**src/rtl/hazard_control_unit_pkg.sv**
```systemverilog
// Shared types and constants for the hazard control unit: stage tag layout,
// priority-decoded pipeline mode and the canonical NOP encoding.
package hazard_control_unit_pkg;

  localparam int REG_ADDR_W = 5;

  // addi x0, x0, 0 -- what IF/ID and ID/EX load when they are bubbled
  localparam logic [31:0] NOP_INSTR = 32'h00000013;

  typedef struct packed {
    logic                  valid;
    logic [REG_ADDR_W-1:0] rd;
    logic                  regwrite;
    logic                  memread;
    logic                  memwrite;
  } stage_tag_t;

  localparam int TAG_W = $bits(stage_tag_t);

  // One mode per cycle, already resolved by priority reset > hold > flush > lu > run
  typedef enum logic [2:0] {
    MODE_RUN   = 3'd0,
    MODE_LU    = 3'd1,
    MODE_FLUSH = 3'd2,
    MODE_HOLD  = 3'd3,
    MODE_RESET = 3'd4
  } hazard_mode_e;

endpackage

```
**src/rtl/hazard_control_unit_tag_stage.sv**
```systemverilog
// One pipeline-stage tag register. Clear wins over load; neither keeps the value.
module hazard_tag_stage
  import hazard_control_unit_pkg::*;
(
  input  logic       clk,
  input  logic       reset,
  input  logic       clear,
  input  logic       load,
  input  stage_tag_t d,
  output stage_tag_t q
);

  always_ff @(posedge clk) begin
    if (reset || clear) begin
      q <= '0;
    end else if (load) begin
      q <= d;
    end
  end

endmodule

```
**src/rtl/hazard_control_unit.sv**
```systemverilog
// Producer-side hazard control: tracks EX/MEM/WB destination tags and drives
// stall, bubble, flush and hold controls. HAZARD_PERF_EN adds event counters.
module hazard_control_unit #(
  parameter int REG_ADDR_W = hazard_control_unit_pkg::REG_ADDR_W,
  parameter int CNT_W      = 16
) (
  input  logic                  clk,
  input  logic                  reset,
  input  logic                  id_valid,
  input  logic [REG_ADDR_W-1:0] id_rs1,
  input  logic [REG_ADDR_W-1:0] id_rs2,
  input  logic                  id_use_rs1,
  input  logic                  id_use_rs2,
  input  logic [REG_ADDR_W-1:0] id_rd,
  input  logic                  id_regwrite,
  input  logic                  id_memread,
  input  logic                  id_memwrite,
  input  logic                  ex_branch_taken,
  input  logic                  dmem_ready,
  output logic                  pc_write,
  output logic                  ifid_write,
  output logic                  ifid_flush,
  output logic                  idex_bubble,
  output logic                  pipe_hold,
  output logic                  memwb_bubble,
  output logic                  exmem_regwrite,
  output logic [REG_ADDR_W-1:0] exmem_rd,
  output logic                  memwb_regwrite,
`ifdef HAZARD_PERF_EN
  output logic [CNT_W-1:0]      lu_stall_cnt,
  output logic [CNT_W-1:0]      flush_cnt,
  output logic [CNT_W-1:0]      hold_cnt,
`endif
  output logic [REG_ADDR_W-1:0] memwb_rd
);

  import hazard_control_unit_pkg::*;

  stage_tag_t   id_tag, ex_tag, mem_tag, wb_tag;
  hazard_mode_e mode;
  logic         hold, flush, lu;
  logic         ex_clear, ex_load, mem_load, wb_clear, wb_load;

  // A store's rd field is really imm bits, so it never produces a write tag
  always_comb begin
    id_tag          = '0;
    id_tag.valid    = id_valid;
    id_tag.rd       = id_rd;
    id_tag.regwrite = id_regwrite & ~id_memwrite;
    id_tag.memread  = id_memread;
    id_tag.memwrite = id_memwrite;
  end

  always_comb begin
    hold  = mem_tag.valid & (mem_tag.memread | mem_tag.memwrite) & ~dmem_ready;
    flush = ex_tag.valid & ex_branch_taken;
    lu    = ex_tag.valid & ex_tag.memread & (ex_tag.rd != '0) & id_valid &
            ((id_use_rs1 & (id_rs1 == ex_tag.rd)) |
             (id_use_rs2 & (id_rs2 == ex_tag.rd)));
  end

  always_comb begin
    mode = MODE_RUN;
    if (reset)      mode = MODE_RESET;
    else if (hold)  mode = MODE_HOLD;
    else if (flush) mode = MODE_FLUSH;
    else if (lu)    mode = MODE_LU;
  end

  always_comb begin
    pc_write     = 1'b1;
    ifid_write   = 1'b1;
    ifid_flush   = 1'b0;
    idex_bubble  = 1'b0;
    pipe_hold    = 1'b0;
    memwb_bubble = 1'b0;
    ex_clear     = 1'b0;
    ex_load      = 1'b1;
    mem_load     = 1'b1;
    wb_clear     = 1'b0;
    wb_load      = 1'b1;
    case (mode)
      MODE_RESET: begin
        pc_write     = 1'b0;
        ifid_write   = 1'b0;
        ifid_flush   = 1'b1;
        idex_bubble  = 1'b1;
        memwb_bubble = 1'b1;
      end
      // Freeze EX and MEM while the memory access completes; WB sees bubbles
      MODE_HOLD: begin
        pc_write     = 1'b0;
        ifid_write   = 1'b0;
        pipe_hold    = 1'b1;
        memwb_bubble = 1'b1;
        ex_load      = 1'b0;
        mem_load     = 1'b0;
        wb_clear     = 1'b1;
      end
      MODE_FLUSH: begin
        ifid_flush  = 1'b1;
        idex_bubble = 1'b1;
        ex_clear    = 1'b1;
      end
      MODE_LU: begin
        pc_write    = 1'b0;
        ifid_write  = 1'b0;
        idex_bubble = 1'b1;
        ex_clear    = 1'b1;
      end
      default: ;
    endcase
  end

  hazard_tag_stage u_ex_tag (
    .clk   (clk),
    .reset (reset),
    .clear (ex_clear),
    .load  (ex_load),
    .d     (id_tag),
    .q     (ex_tag)
  );

  hazard_tag_stage u_mem_tag (
    .clk   (clk),
    .reset (reset),
    .clear (1'b0),
    .load  (mem_load),
    .d     (ex_tag),
    .q     (mem_tag)
  );

  hazard_tag_stage u_wb_tag (
    .clk   (clk),
    .reset (reset),
    .clear (wb_clear),
    .load  (wb_load),
    .d     (mem_tag),
    .q     (wb_tag)
  );

  // x0 writes are dropped here so the forwarding comparators never match x0
  assign exmem_regwrite = mem_tag.valid & mem_tag.regwrite & (mem_tag.rd != '0);
  assign exmem_rd       = mem_tag.rd;
  assign memwb_regwrite = wb_tag.valid & wb_tag.regwrite & (wb_tag.rd != '0);
  assign memwb_rd       = wb_tag.rd;

`ifdef HAZARD_PERF_EN
  always_ff @(posedge clk) begin
    if (reset) begin
      lu_stall_cnt <= '0;
      flush_cnt    <= '0;
      hold_cnt     <= '0;
    end else begin
      if (mode == MODE_LU && lu_stall_cnt != '1)
        lu_stall_cnt <= lu_stall_cnt + CNT_W'(1);
      if (mode == MODE_FLUSH && flush_cnt != '1)
        flush_cnt <= flush_cnt + CNT_W'(1);
      if (mode == MODE_HOLD && hold_cnt != '1)
        hold_cnt <= hold_cnt + CNT_W'(1);
    end
  end
`endif

endmodule

```
**config.mk**
```make
export PLATFORM = sky130hd
export DESIGN_NAME = hazard_control_unit
export DESIGN_NICKNAME = d
export VERILOG_FILES = /design/src/rtl/hazard_control_unit_pkg.sv /design/src/rtl/hazard_control_unit_tag_stage.sv /design/src/rtl/hazard_control_unit.sv
export SDC_FILE = /design/constraint.sdc
export NUM_CORES = 1
export LEC_CHECK = 0
export ABC_AREA = 1
export CELL_PAD_IN_SITES_DETAIL_PLACEMENT = 1
export CELL_PAD_IN_SITES_GLOBAL_PLACEMENT = 2
export CORE_ASPECT_RATIO = 0.5
export CORE_MARGIN = 2
export CORE_UTILIZATION = 26
export CTS_BUF_LIST = sky130_fd_sc_hd__clkbuf_16
export DETAILED_ROUTE_END_ITERATION = 7
export PLACE_DENSITY = 0.93
export SLEW_MARGIN = 20
export SYNTH_ARGS = -nofsm -noshare
export SYNTH_HDL_FRONTEND = slang
export SYNTH_SLANG_ARGS = --single-unit
```
**constraint.sdc**
```tcl
create_clock -name clk -period 2.7 [get_ports clk]
set_input_delay 0.405 -clock clk [delete_from_list [all_inputs] [get_ports clk]]
set_output_delay 0.405 -clock clk [all_outputs]
set_load 0.01 [all_outputs]
```
# After elaboration in Yosys (flattened, before gate mapping)
# Index checks and enable logic that the tools add are counted.
[totals]
n_memories = 0
out_inout_bits = 18
inputBits = 25
ram_bits = 0
latchBits = 0
rom_bits = 0
regBits = 25
[classes]
bitwise_logic = 18
n_mul = 0
mux = 10
n_addsub = 0
shifts = 0
div = 0
reduce_logical = 10
eq_ne = 6
order_cmp = 0
[op_table]
columns = ["operator", "n"]
rows = [
  ["nonzero test 5 bit", 3],
  ["AND 1 bit", 14],
  ["equality test 5 bit", 2],
  ["two-way mux 1 bit", 7],
  ["equality test 3 x 2 -> 1 bit, second input constant", 2],
  ["OR reduction 2 bit", 3],
  ["OR reduction 3 bit", 2],
  ["two-way mux 2 bit", 2],
  ["equality test 3 x 1 -> 1 bit, second input constant", 1],
  ["equality test 3 bit, second input constant", 1],
  ["two-way mux 3 bit", 1],
  ["logical OR 1 bit", 2],
  ["inverter 1 bit", 2],
  ["bitwise OR 1 bit", 2],
]

# Logic depth before layout (Yosys ltp)
[logic_depth]
word_depth = 12
depth_mapped = 10
ltp_nobuf = 9

# Modules after synthesis
# A second synthesis with hierarchy kept.
[hier_totals]
hier_cells = 260
area_unflattened_um2 = 1680.4
[modules_own_cells]
columns = ["module", "n_inst", "seq_area_each_um2", "cells_each", "area_each_um2"]
rows = [
  ["hazard_tag_stage", 3, 180.2, 57, 432.9],
  ["hazard_control_unit", 1, 0.0, 89, 381.6],
]

# Least setup slack after synthesis
# No wires, ideal clock.
[synth_timing]
path_type = "input port to output port"
from = "input dmem_ready"
to = "output pc_write"
path_stages = 6
path_buffers = 2
arrival_ns = 1.311
slack_ns = 0.984
path_cell_list = "nor2_2 -> o21ai_2 -> nand2_1 -> buf_4 -> a21oi_1 -> buf_4"
[synth_via]
elab_chain_len = 7
[synth_lines]
columns = ["element", "line", "rtl"]
rows = [
  ["from (decl)", "hazard_control_unit.sv:19", "input logic dmem_ready,"],
  ["inverter 1 bit (*)", "hazard_control_unit.sv:55", "hold = mem_tag.valid & (mem_tag.memread | mem_tag.memwrite) & ~dmem_ready;"],
  ["AND 1 bit (*)", "hazard_control_unit.sv:55", ""],
  ["two-way mux 2 bit (*)", "hazard_control_unit.sv:65", "else if (hold) mode = MODE_HOLD;"],
  ["two-way mux 3 bit (*)", "hazard_control_unit.sv:64", "if (reset) mode = MODE_RESET;"],
  ["equality test 3 x 2 -> 1 bit (tied with other cells)", "--", ""],
  ["OR reduction 3 bit (no source line) (*)", "--", ""],
  ["two-way mux 1 bit (*)", "--", ""],
  ["to (decl)", "hazard_control_unit.sv:20", "output logic pc_write,"],
]
# Mark *: on every way between the ends. The rest lies on a longest branch, timed or not.

# Final worst setup path
[layout_timing]
from = "input id_rs1[4]"
to = "output idex_bubble"
[layout_via]
elab_chain_len = 11
[layout_lines]
columns = ["element", "line", "rtl"]
rows = [
  ["from (decl)", "hazard_control_unit.sv:10", "input logic [REG_ADDR_W-1:0] id_rs1,"],
  ["equality test 5 bit (*)", "hazard_control_unit.sv:58", "((id_use_rs1 & (id_rs1 == ex_tag.rd)) |"],
  ["AND 1 bit (*)", "hazard_control_unit.sv:58", ""],
  ["bitwise OR 1 bit (*)", "hazard_control_unit.sv:58", ""],
  ["AND 1 bit (*)", "hazard_control_unit.sv:57", "lu = ex_tag.valid & ex_tag.memread & (ex_tag.rd != '0) & id_valid &"],
  ["two-way mux 1 bit (*)", "hazard_control_unit.sv:67", "else if (lu) mode = MODE_LU;"],
  ["two-way mux 2 bit (*)", "hazard_control_unit.sv:66", "else if (flush) mode = MODE_FLUSH;"],
  ["two-way mux 2 bit (*)", "hazard_control_unit.sv:65", ""],
  ["two-way mux 3 bit (*)", "hazard_control_unit.sv:64", ""],
  ["equality test 3 x 1 -> 1 bit (tied with other cells)", "hazard_control_unit.sv:82", "case (mode)"],
  ["OR reduction 3 bit (no source line) (*)", "--", ""],
  ["two-way mux 1 bit (*)", "hazard_control_unit.sv:82", ""],
  ["to (decl)", "hazard_control_unit.sv:23", "output logic idex_bubble,"],
]
# Marked as above.

==> impl_metrics.py <==
metrics = {
    "timing": {
        "period_share_pct": 91.81,
        "relSlewSlack_pct": 78.36,
        "setup-tns-final_ns": 0,
        "fin_skew_ns": 0.004631,
        "hold_slack_ns": 0.4578,
        "fin_crit_ns": 2.479,
        "fin_ws_ns": 0.2212,
        "fmax_mhz": 403.4,
        "hold_violations": 0,
        "rsz0062_at_grt": "false",
        "worst_pin_slew_ns": 0.3206,
        "slew_viol_final": 0,
        "setup_viol": 0,
    },
    "cts": {
        "cts_root_buf": "clkbuf_16",
        "post_cts_buffers": 0,
        "cts_resized": 0,
        "ctsHoldBuffers": 0,
        "clkTransAtPathRegs_ns": 0.07,
        "htreeDepth": 1,
        "clk_latency_ns": 0.26,
        "cts_buffer_depth": 2,
        "cts_buffers": 3,
        "cts_tree": "yes",
        "numClockSinks": 25,
    },
    "drt": {
        "drt_first_pass_iters": 4,
        "drt_iter0_drc": 21,
        "antenna_left": 0,
        "via_count": 1163,
        "via_per_inst": 4.052,
        "drc": 0,
        "drt-wirelength-per-cell_um": 10.85,
        "wirelength_um": 3114,
    },
    "synth": {
        "ys_seq_area_share_pct": 38.76,
        "synth_cells": 182,
        "ys_ff_latch": 25,
        "netlist.area_leader.share_pct": 38.76,
        "syn_nets": 207,
        "syn_area_um2": 1291,
        "synth_top_cell_by_area": "dfxtp_1",
        "synth.avg_cell_area_um2": 7.095,
        "yosysUniqueCellTypes": 21,
        "yosys_warnings": 0,
        "synthTopCellsByArea": "dfxtp_1, nand2_1, inv_1",
    },
    "floorplan": {
        "start_util_pct": 26.54,
        "core_area_um2": 4865,
        "die_w_um": 103.7,
        "die_h_um": 53.83,
        "io_pins": 43,
        "die_area_um2": 5580,
        "num_rows": 18,
    },
    "placed_design": {
        "dp.cells": 283,
        "dpl.hpwl_um": 2539,
        "placed_area_um2": 1704,
        "port_buffers": 42,
        "post-place-ws_ns": 0.2236,
        "place.gp.congestion": 0.7676,
    },
    "finish": {
        "drive_above_1_share_pct": 17.05,
        "layout.cells.non_filler": 287,
        "syn2layout_area_growth_pct": 38.37,
        "mostFrequentLayoutCell": "clkdlybuf4s50_1",
        "nNetsFinal": 243,
        "finish.utilization_pct": 36.73,
        "layout_common_cells": "clkdlybuf4s50_1, nand2_1, inv_1",
        "antennaDiodeCount": 0,
        "design_area_um2": 1787,
    },
    "setup_path": {
        "reg2reg_setup_slack_ns": 1.22,
        "critPathLaunchType": "input port",
        "critPathKind": "in -> out",
        "rr_startpoint": "u_ex_tag.q[7]",
        "crit_path_end_kind": "primary output",
        "reg2reg_depth": 10,
        "crit_end": "idex_bubble",
        "startpoint": "id_rs1[4]",
        "cp.arrival_ns": 2.07,
        "reg2reg_to": "u_ex_tag.q[2]",
        "worstPathRequired_ns": 2.30,
        "critPathMaxFanout": 2,
    },
    "global_route": {
        "grt_pass1_wl_um": 5209,
        "grt-ovfl-total": 0,
        "grtUsageTotal_pct": 11.82,
        "antenna_found_initial": 0,
        "grt_pass1_vias": 1154,
        "grt_max_degree": 25,
    },
    "power": {
        "finalPower_mw": 0.8746,
        "cellPowerDensity_nw_per_um2": 489.5,
        "peakVddDrop_v": 0.0002164,
        "leakagePower_nw": 0.8324,
    },
    "flow_run": {
        "drv_cap": 0,
    },
    "min_path": {
        "hold_path_class": "reg -> reg",
    },
    "run_status": {
        "status": "completed",
    },
}
synthesized netlist by cell type:
cell type  instances
nand3_2            1
a21oi_1            1
dfxtp_1           25
nand2_1           39
nand4_1            1
nor2_1            19
buf_4             13
o311ai_0           1
o22ai_1            5
nand2_4            2
o21ai_1            2
inv_2              6
o21ai_2            9
a31oi_1            1
inv_1             33
nand2_2            2
nor2_2            10
nor3_1             2
o21ai_0            3
buf_12             1
nand3_1            6
report_power, final:
group          total, mW  switching [mW]  internal [mW]  leakage [nW]
sequential         0.396          0.0108          0.385         0.205
clock              0.335           0.134          0.201        0.0371
combinational      0.143          0.0678         0.0755         0.590
total              0.875           0.213          0.662         0.832
state kept, by name (all words and copies together), names as in the netlist:
signal,flops
u_mem_tag.q,9
u_wb_tag.q,7
u_ex_tag.q,9
logic make-up after synthesis:
logic type             count (synthesis)  share of synthesized area, %
AO/OA/AOI/OAI                         22                         12.02
AND/OR/NAND/NOR                       82                         28.78
buffers and inverters                 53                         20.45
flip-flops                            25                         38.76
worst min-delay path by stage:
stage                               from             to  slack [ns]  depth (start not counted)
after floorplan           u_mem_tag.q[2]  u_wb_tag.q[2]        0.42                          2
after global placement    u_mem_tag.q[2]  u_wb_tag.q[2]        0.45                          2
after detailed placement  u_mem_tag.q[2]  u_wb_tag.q[2]        0.45                          2
after CTS                 u_mem_tag.q[2]  u_wb_tag.q[2]        0.46                          2
after global routing      u_mem_tag.q[2]  u_wb_tag.q[2]        0.48                          2
final                     u_mem_tag.q[2]  u_wb_tag.q[2]        0.46                          2
per-layer routing:
metal	up-vias	GRT usage (%)	wire length [µm]
met1	540	14.02	1473
met4	0	2.027	15
li1	606	-	-
met2	15	23.07	1536
met3	2	2.663	88
met5	-	0	0
area by class of cell:
type	count	area [µm²]
Tap cell	70	87.58
Clock inverter	1	7.507
Multi-Input combinational cell	104	526.8
Fill cell	612	3078
Sequential cell	25	500.5
Clock buffer	3	75.07
Timing Repair Buffer	45	442.9
Inverter	39	146.4
worst max-delay path, cell delays in order:
cell and delay, ns:
clkdlybuf4s50_1 0.48, inv_1 0.04, nand2_1 0.05, nand2_1 0.05, nor2_1 0.15, nand3_1 0.09, nand2_1 0.11, nand3_2 0.09
nand2_4 0.07, clkdlybuf4s50_1 0.53
Note: power is estimated with default switching activity, not from simulation.
